**src/rtl/ps2_pkg.sv**
```systemverilog
// ps2_pkg: shared types and constants for the PS/2 key assembler.
//   frame_state_e : serial frame FSM states
//   ps2_key_t     : {toggle, 64-bit key sequence} output payload
//   PS2_PFX_*     : scan-code prefix bytes; PS2_PAUSE_LEN: pause sequence length
package ps2_pkg;

  typedef enum logic [1:0] {
    IDLE   = 2'd0,
    DATA   = 2'd1,
    PARITY = 2'd2,
    STOP   = 2'd3
  } frame_state_e;

  localparam logic [7:0]  PS2_PFX_EXT   = 8'hE0;
  localparam logic [7:0]  PS2_PFX_BRK   = 8'hF0;
  localparam logic [7:0]  PS2_PFX_PAUSE = 8'hE1;
  localparam int unsigned PS2_PAUSE_LEN = 8;

  localparam int unsigned PS2_SEQ_W = 64;
  localparam int unsigned PS2_KEY_W = PS2_SEQ_W + 1;
  localparam int unsigned PS2_CNT_W = 4;

  typedef struct packed {
    logic                 toggle;
    logic [PS2_SEQ_W-1:0] seq;
  } ps2_key_t;

  // Prefix bytes never end a sequence on their own.
  function automatic logic is_prefix(input logic [7:0] b);
    return (b == PS2_PFX_EXT) || (b == PS2_PFX_BRK) || (b == PS2_PFX_PAUSE);
  endfunction

endpackage

```
**src/rtl/ps2_key_assembler_if.sv**
```systemverilog
// ps2_key_assembler_if: PS/2 device pins plus the decoded key outputs.
//   ps2_clk, ps2_data : raw device lines (driven by master, read by slave)
//   ps2_key           : {toggle, sequence} event register (driven by slave)
//   frame_err         : discarded-frame pulse (driven by slave)
interface ps2_key_assembler_if
  import ps2_pkg::*;
  ();

  logic                 ps2_clk;
  logic                 ps2_data;
  logic [PS2_KEY_W-1:0] ps2_key;
  logic                 frame_err;

  modport master (output ps2_clk, output ps2_data, input ps2_key, input frame_err);
  modport slave  (input ps2_clk, input ps2_data, output ps2_key, output frame_err);

endinterface

```
**src/rtl/ps2_frame_rx.sv**
```systemverilog
// ps2_frame_rx: synchronizes and filters the PS/2 lines, receives one
// 11-bit frame per byte and flags timeouts and bad frames.
//   clk_sys, reset  : system clock, synchronous active-high reset
//   ps2_clk/data    : raw asynchronous device lines
//   byte_valid_c    : accepted byte strobe (same cycle as the stop sample)
//   byte_c          : received byte, valid with byte_valid_c
//   err_c           : discarded frame strobe (bad stop, bad parity, timeout)
// Build option: PS2_PARITY_CHECK_EN enables odd-parity checking.
module ps2_frame_rx
  import ps2_pkg::*;
#(
  parameter int unsigned FILT_LEN = 8,
  parameter int unsigned TIMEOUT  = 24000
) (
  input  logic       clk_sys,
  input  logic       reset,
  input  logic       ps2_clk,
  input  logic       ps2_data,
  output logic       byte_valid_c,
  output logic [7:0] byte_c,
  output logic       err_c
);

  localparam int unsigned FCW = (FILT_LEN > 1) ? $clog2(FILT_LEN) : 1;
  localparam int unsigned TCW = (TIMEOUT > 1) ? $clog2(TIMEOUT) : 1;

  logic           clk_s1_q, clk_s2_q, dat_s1_q, dat_s2_q;
  logic           filt_q, filt_d;
  logic [FCW-1:0] filt_cnt_q, filt_cnt_d;
  frame_state_e   state_q, state_d;
  logic [2:0]     bit_cnt_q, bit_cnt_d;
  logic [7:0]     shift_q, shift_d;
  logic [TCW-1:0] tmo_q, tmo_d;
  logic           fall;
  logic           par_ok;

`ifdef PS2_PARITY_CHECK_EN
  logic par_q, par_d;
  assign par_ok = ^{shift_q, par_q};
`else
  assign par_ok = 1'b1;
`endif

  // Two-flop synchronizers; idle bus level is high.
  always_ff @(posedge clk_sys) begin
    if (reset) begin
      clk_s1_q <= 1'b1;
      clk_s2_q <= 1'b1;
      dat_s1_q <= 1'b1;
      dat_s2_q <= 1'b1;
    end else begin
      clk_s1_q <= ps2_clk;
      clk_s2_q <= clk_s1_q;
      dat_s1_q <= ps2_data;
      dat_s2_q <= dat_s1_q;
    end
  end

  // State registers.
  always_ff @(posedge clk_sys) begin
    if (reset) begin
      filt_q     <= 1'b1;
      filt_cnt_q <= '0;
      state_q    <= IDLE;
      bit_cnt_q  <= '0;
      shift_q    <= '0;
      tmo_q      <= '0;
`ifdef PS2_PARITY_CHECK_EN
      par_q      <= 1'b0;
`endif
    end else begin
      filt_q     <= filt_d;
      filt_cnt_q <= filt_cnt_d;
      state_q    <= state_d;
      bit_cnt_q  <= bit_cnt_d;
      shift_q    <= shift_d;
      tmo_q      <= tmo_d;
`ifdef PS2_PARITY_CHECK_EN
      par_q      <= par_d;
`endif
    end
  end

  // Clock filter, frame FSM and timeout.
  always_comb begin
    filt_d       = filt_q;
    filt_cnt_d   = '0;
    state_d      = state_q;
    bit_cnt_d    = bit_cnt_q;
    shift_d      = shift_q;
    tmo_d        = tmo_q;
    byte_valid_c = 1'b0;
    err_c        = 1'b0;
    byte_c       = shift_q;
`ifdef PS2_PARITY_CHECK_EN
    par_d        = par_q;
`endif

    // Accept a new level only after FILT_LEN consecutive differing samples.
    if (clk_s2_q != filt_q) begin
      if (filt_cnt_q == FCW'(FILT_LEN - 1)) begin
        filt_d = clk_s2_q;
      end else begin
        filt_cnt_d = filt_cnt_q + FCW'(1);
      end
    end
    fall = filt_q && !filt_d;

    if (state_q == IDLE || fall) begin
      tmo_d = '0;
    end else begin
      tmo_d = tmo_q + TCW'(1);
    end

    if (fall) begin
      unique case (state_q)
        IDLE: begin
          if (!dat_s2_q) begin
            state_d   = DATA;
            bit_cnt_d = '0;
          end
        end
        DATA: begin
          shift_d = {dat_s2_q, shift_q[7:1]};
          if (bit_cnt_q == 3'd7) begin
            state_d = PARITY;
          end else begin
            bit_cnt_d = bit_cnt_q + 3'd1;
          end
        end
        PARITY: begin
`ifdef PS2_PARITY_CHECK_EN
          par_d = dat_s2_q;
`endif
          state_d = STOP;
        end
        STOP: begin
          state_d = IDLE;
          if (dat_s2_q && par_ok) begin
            byte_valid_c = 1'b1;
          end else begin
            err_c = 1'b1;
          end
        end
        default: state_d = IDLE;
      endcase
    end else if (state_q != IDLE && tmo_q == TCW'(TIMEOUT - 1)) begin
      // Device stopped clocking mid-frame: abandon it.
      state_d   = IDLE;
      bit_cnt_d = '0;
      tmo_d     = '0;
      err_c     = 1'b1;
    end
  end

endmodule

```
**src/rtl/ps2_key_assembler.sv**
```systemverilog
// ps2_key_assembler: collects PS/2 scan-code bytes into complete key
// sequences and publishes each one with an event toggle.
//   clk_sys, reset : system clock, synchronous active-high reset
//   bus.ps2_clk/data : raw device lines
//   bus.ps2_key    : [64] toggles per sequence, [63:0] bytes, last in [7:0]
//   bus.frame_err  : one-cycle pulse when a frame is discarded
// Build option: PS2_PARITY_CHECK_EN (passed down to ps2_frame_rx).
module ps2_key_assembler
  import ps2_pkg::*;
#(
  parameter int unsigned FILT_LEN = 8,
  parameter int unsigned TIMEOUT  = 24000
) (
  input  logic                 clk_sys,
  input  logic                 reset,
  ps2_key_assembler_if.slave   bus
);

  // Only the low 56 bits survive the next shift, so that is all we keep.
  localparam int unsigned SR_KEEP_W = PS2_SEQ_W - 8;

  logic       rx_valid_c, rx_err_c;
  logic [7:0] rx_byte_c;

  logic [SR_KEEP_W-1:0] sr_q, sr_d;
  logic [PS2_CNT_W-1:0] cnt_q, cnt_d;
  logic                 pause_q, pause_d;
  ps2_key_t             key_q, key_d;
  logic                 ferr_q, ferr_d;

  logic [PS2_SEQ_W-1:0] seq_new;
  logic [PS2_CNT_W-1:0] cnt_new;
  logic                 pause_new, prtsc_hold, done;

  ps2_frame_rx #(
    .FILT_LEN (FILT_LEN),
    .TIMEOUT  (TIMEOUT)
  ) u_rx (
    .clk_sys      (clk_sys),
    .reset        (reset),
    .ps2_clk      (bus.ps2_clk),
    .ps2_data     (bus.ps2_data),
    .byte_valid_c (rx_valid_c),
    .byte_c       (rx_byte_c),
    .err_c        (rx_err_c)
  );

  // Output and sequence registers.
  always_ff @(posedge clk_sys) begin
    if (reset) begin
      sr_q    <= '0;
      cnt_q   <= '0;
      pause_q <= 1'b0;
      key_q   <= '0;
      ferr_q  <= 1'b0;
    end else begin
      sr_q    <= sr_d;
      cnt_q   <= cnt_d;
      pause_q <= pause_d;
      key_q   <= key_d;
      ferr_q  <= ferr_d;
    end
  end

  // Sequence assembly and completion detection.
  always_comb begin
    sr_d    = sr_q;
    cnt_d   = cnt_q;
    pause_d = pause_q;
    key_d   = key_q;
    ferr_d  = 1'b0;

    seq_new   = {sr_q, rx_byte_c};
    cnt_new   = (cnt_q == PS2_CNT_W'(PS2_PAUSE_LEN)) ? cnt_q : cnt_q + PS2_CNT_W'(1);
    pause_new = pause_q || ((cnt_q == '0) && (rx_byte_c == PS2_PFX_PAUSE));
    // Print-screen halves look like complete keys; hold them for the tail.
    prtsc_hold = ((cnt_new == PS2_CNT_W'(2)) && (seq_new[15:0] == 16'hE012)) ||
                 ((cnt_new == PS2_CNT_W'(3)) && (seq_new[23:0] == 24'hE0F07C));
    done = pause_new ? (cnt_new == PS2_CNT_W'(PS2_PAUSE_LEN))
                     : (!is_prefix(rx_byte_c) && !prtsc_hold);

    if (rx_err_c) begin
      ferr_d  = 1'b1;
      sr_d    = '0;
      cnt_d   = '0;
      pause_d = 1'b0;
    end else if (rx_valid_c) begin
      if (done) begin
        key_d.toggle = !key_q.toggle;
        key_d.seq    = seq_new;
        sr_d         = '0;
        cnt_d        = '0;
        pause_d      = 1'b0;
      end else begin
        sr_d    = seq_new[SR_KEEP_W-1:0];
        cnt_d   = cnt_new;
        pause_d = pause_new;
      end
    end
  end

  assign bus.ps2_key   = key_q;
  assign bus.frame_err = ferr_q;

endmodule
```
**src/flat_wrapper.sv**
```systemverilog
// flat-port wrapper written by rule: the top's interface ports become plain ports
module ps2_key_assembler_flat import ps2_pkg::*;
#(
  parameter int unsigned FILT_LEN = 8,
  parameter int unsigned TIMEOUT  = 24000
)
  (clk_sys, reset, bus_ps2_clk, bus_ps2_data, bus_ps2_key, bus_frame_err);
  ps2_key_assembler_if bus_i ();
  input  logic clk_sys;
  input  logic reset;
  input wire logic [$bits(bus_i.ps2_clk)-1:0] bus_ps2_clk;
  input wire logic [$bits(bus_i.ps2_data)-1:0] bus_ps2_data;
  output wire logic [$bits(bus_i.ps2_key)-1:0] bus_ps2_key;
  output wire logic [$bits(bus_i.frame_err)-1:0] bus_frame_err;
  assign bus_i.ps2_clk = bus_ps2_clk;
  assign bus_i.ps2_data = bus_ps2_data;
  assign bus_ps2_key = bus_i.ps2_key;
  assign bus_frame_err = bus_i.frame_err;
  ps2_key_assembler #(.FILT_LEN(FILT_LEN), .TIMEOUT(TIMEOUT)) u_core (.clk_sys(clk_sys), .reset(reset), .bus(bus_i));
endmodule
```
**config.mk**
```make
export PLATFORM = sky130hd
export DESIGN_NAME = ps2_key_assembler_flat
export DESIGN_NICKNAME = d
export VERILOG_FILES = /design/src/rtl/ps2_pkg.sv /design/src/rtl/ps2_key_assembler_if.sv /design/src/rtl/ps2_frame_rx.sv /design/src/rtl/ps2_key_assembler.sv /design/src/flat_wrapper.sv
export SDC_FILE = /design/constraint.sdc
export NUM_CORES = 1
export LEC_CHECK = 0
export BUFFER_PORTS_ARGS = -buffer_cell sky130_fd_sc_hd__buf_2
export CAP_MARGIN = 40
export CORE_MARGIN = 5
export CORE_UTILIZATION = 35
export CTS_BUF_LIST = sky130_fd_sc_hd__clkbuf_8
export CTS_CLUSTER_SIZE = 30
export DETAILED_ROUTE_END_ITERATION = 6
export PLACE_DENSITY = 0.53
export SKIP_LAST_GASP = 1
export SLEW_MARGIN = 20
export SYNTH_ARGS = -nofsm -noshare
export SYNTH_HDL_FRONTEND = slang
export SYNTH_SLANG_ARGS = --single-unit
export TNS_END_PERCENT = 5
```
**constraint.sdc**
```tcl
create_clock -name clk_sys -period 4.07 [get_ports clk_sys]
set_input_delay 0.814 -clock clk_sys [delete_from_list [all_inputs] [get_ports clk_sys]]
set_output_delay 0.814 -clock clk_sys [all_outputs]
set_load 0.03 [all_outputs]
```
==> flow_summary.toml <==
[die]
initial_core_util_pct = 35.5
die_y_um = 150
die_area_um2 = 22600
ioPinCount = 70
rows = 51
die_width_um = 150
fp.coreArea_um2 = 19400

[job]
drv_cap = 0

[timing]
relSlewSlack_pct = 57.4
finalClockSkew_ns = 0.0153
fmax_ghz = 0.374
fin_tns_setup_ns = 0
finalCritPeriodShare_pct = 65.8
fin_crit_ns = 2.68
final_hold_viol_count = 0
worstMarginPinSlew_ns = 0.630
grt_setup_unrepaired = "false"
setup-violations-final = 0
drv_slew = 0

[setup_path]
required_ns = 4.45
crit_family = "simple AND/OR/NAND/NOR gates"
crit_path_max_incr_delay_ns = 0.54
r2r_cells = 9
crit_path_end_kind = "flip-flop"
crit_start = "u_core.cnt_q[0]"
path_cells = "inv_1, ha_1, nor4b_1, a41oi_1, nor3_1, a22oi_2, nor2_4, buf_4, mux2i_1"
arrival_ns = 3.05
r2r_setup_slack_ns = 1.39
rr_startpoint = "u_core.cnt_q[0]"
critPathSlowestCell = "buf_4"
critical_path_class = "flip-flop to flip-flop"
worstSetupStartpointType = "flip-flop"
r2r-end = "u_core.bus.ps2_key[20]"
cp_max_fo = 32
crit_buf_inv = 2

[clock_tree]
cts_setup_buffers = 0
htreeDepth = 4
clk_latency_ns = 0.45
clk_path_buf_depth = 2
cts_made_buffers = 17
cts_resized = 0
cts_tree = "yes"
holdBufCountCts = 0
clk_pin_slew_ns = 0.08
clkSinkCount = 163
cts_root_buf = "clkbuf_8"

[route]
ant_nets = 0
via_per_inst = 4.69
drt-pass1-iter-count = 4
drt_iter0_markers = 323
vias = 5066
drt_wl_total_um = 15300
wl_per_cell_um = 14.2
drc = 0

[yosys]
synth_top_cells_by_count = "163 x dfxtp_1, 129 x nand2b_1, 88 x nand2_1, 75 x a21oi_1, 69 x nand3_1"
synth_area_leaders = "dfxtp_1 47%, nand2b_1 12%, mux2i_1 9.6%"
synth_seq_cells = 163
synth_cell_type_count = 42
synth-edff-count = 0
seq_area_frac_synth_pct = 47.3
yosysMostFrequentCell = "dfxtp_1"
synth.avg_cell_area_um2 = 9.00
synth-main-ff-cell = "dfxtp_1"
yosys_warnings = 0
synth_top_area_share_pct = 47.3
yosysTopAreaCell = "dfxtp_1"
async_flop_share_pct = 0
synth_cells = 766
netlist_area_um2 = 6890
synth_nets = 783

[power_and_ir_drop]
p_leak_uw = 0.00264
ir_worst_vdd_uv = 191
power_density_nw_per_um2 = 359
power_uw = 2780

[cells_and_area]
diodes = 0
layout-drive-gt1-share_pct = 14.2
finalInstanceArea_um2 = 7750
area_growth_pct = 12.4
fin_nets = 822

[global_route]
grtUsageTotal_pct = 13.8
antenna_found_initial = 0
grt_overflow = 0
grt_pass1_wl_um = 25000
grt_max_degree = 83
grt_pass1_vias = 4757

[placement]
dp_hpwl_um = 9660
gp_congestion = 0.754
place_area_um2 = 7390
port_buffers = 69

[hold_path]
hold_path.class = "flip-flop to flip-flop"
holdPathEnd = "u_core.u_rx.clk_s2_q"
hold_depth = 1
hold_start = "u_core.u_rx.clk_s1_q"

[status]
outcome = "completed"
==> registers in the layout (all words and copies together), names as in the netlist, 2 cells and up <==
| signal | cells |
|---|---|
| u_core.u_rx.byte_c | 8 |
| u_core.u_rx.bit_cnt_q | 3 |
| u_core.u_rx.tmo_q | 15 |
| u_core.cnt_q | 4 |
| u_core.bus.ps2_key | 65 |
| u_core.sr_q | 56 |
| u_core.u_rx.filt_cnt_q | 3 |
| u_core.u_rx.state_q | 2 |
==> where the power goes <==
group / internal [uW] / switching [uW]
sequential: 1600 / 1.19
combinational: 23.6 / 29.4
clock: 545 / 584
==> logic make-up after synthesis <==
group                    share of synthesized area, %
AND/OR/NAND/NOR                                  27.2
flip-flops                                       47.3
AO/OA/AOI/OAI                                    7.24
multiplexers                                     9.91
buffers and inverters                            4.19
XOR/XNOR                                         1.78
adder cells (fa/ha/maj)                          2.36
==> worst max path at each step <==
stage / to / slack [ns] / depth (start not counted)
after detailed placement: u_core.bus.ps2_key[20] / 1.37 / 9
final: u_core.bus.ps2_key[20] / 1.39 / 9
after global routing: u_core.bus.ps2_key[14] / 1.03 / 9
after floorplan: u_core.bus.ps2_key[64] / 1.92 / 9
after global placement: u_core.bus.ps2_key[36] / 1.41 / 9
after CTS: u_core.bus.ps2_key[20] / 1.36 / 9
==> cells in the final DEF, fill, tap and decap left out, drive strengths merged, types with 2 or more instances in the layout <==
| master | instances |
|---|---|
| and4 | 3 |
| xor2 | 8 |
| nor2b | 3 |
| clkbuf | 18 |
| and3 | 4 |
| and3b | 2 |
| nand4 | 4 |
| and2 | 4 |
| nor2 | 22 |
| ha | 13 |
| o2111ai | 2 |
| clkinvlp | 2 |
| mux2 | 2 |
| a21oi | 75 |
| or2 | 4 |
| bufinv | 2 |
| mux2i | 66 |
| buf | 78 |
| or4 | 2 |
| nor3b | 2 |
| clkinv | 6 |
| nand3 | 69 |
| nor3 | 6 |
| inv | 6 |
| nand2b | 129 |
| nand2 | 88 |
| o21ai | 6 |
| or3 | 3 |
| dfxtp | 163 |
| a41oi | 2 |
| xnor2 | 6 |
| nor4b | 5 |
==> layer usage <==
| metal | part of all wire [%] | up-vias | global-route usage [%] | wire (um) |
|---|---|---|---|---|
| met3 | 4.2 | 16 | 2.98 | 637 |
| met4 | 1.4 | 0 | 4.80 | 212 |
| met2 | 44 | 77 | 20.2 | 6670 |
| met1 | 51 | 2329 | 20.0 | 7800 |
| met5 | 0 | - | 0 | 0 |
| li1 | - | 2644 | - | - |
==> worst reg2reg max path: stages, from the launching register on <==
cell     delay [ns]
dfxtp_1        0.35
inv_1          0.15
ha_1           0.21
nor4b_1        0.35
a41oi_1        0.16
nor3_1         0.19
a22oi_2        0.11
nor2_4         0.28
buf_4          0.54
mux2i_1        0.29
==> cell type report <==
cell class / count / area [um2]
multi-input cells: 540 / 3360
clock buffers: 18 / 248
flip-flops and latches: 163 / 3260
repair buffers: 78 / 415
fillers: 2026 / 11600
clock inverters: 11 / 116
well taps: 265 / 332
inverters: 5 / 18.8
==> through the flow <==
stage / setup slack (ns) / cells / utilization (%) / hold slack [ns]
floorplan: 1.92 / 766 / - / 0.389
global placement: 1.41 / 1051 / 38.1 / 0.393
detailed placement: 1.37 / 1051 / 38.1 / 0.396
CTS: 1.36 / 1080 / 40.0 / 0.416
global route: 1.03 / 1080 / 40.0 / 0.442
finish: 1.39 / 1080 / 40.0 / 0.412
Note: power is estimated with default switching activity, not from simulation.
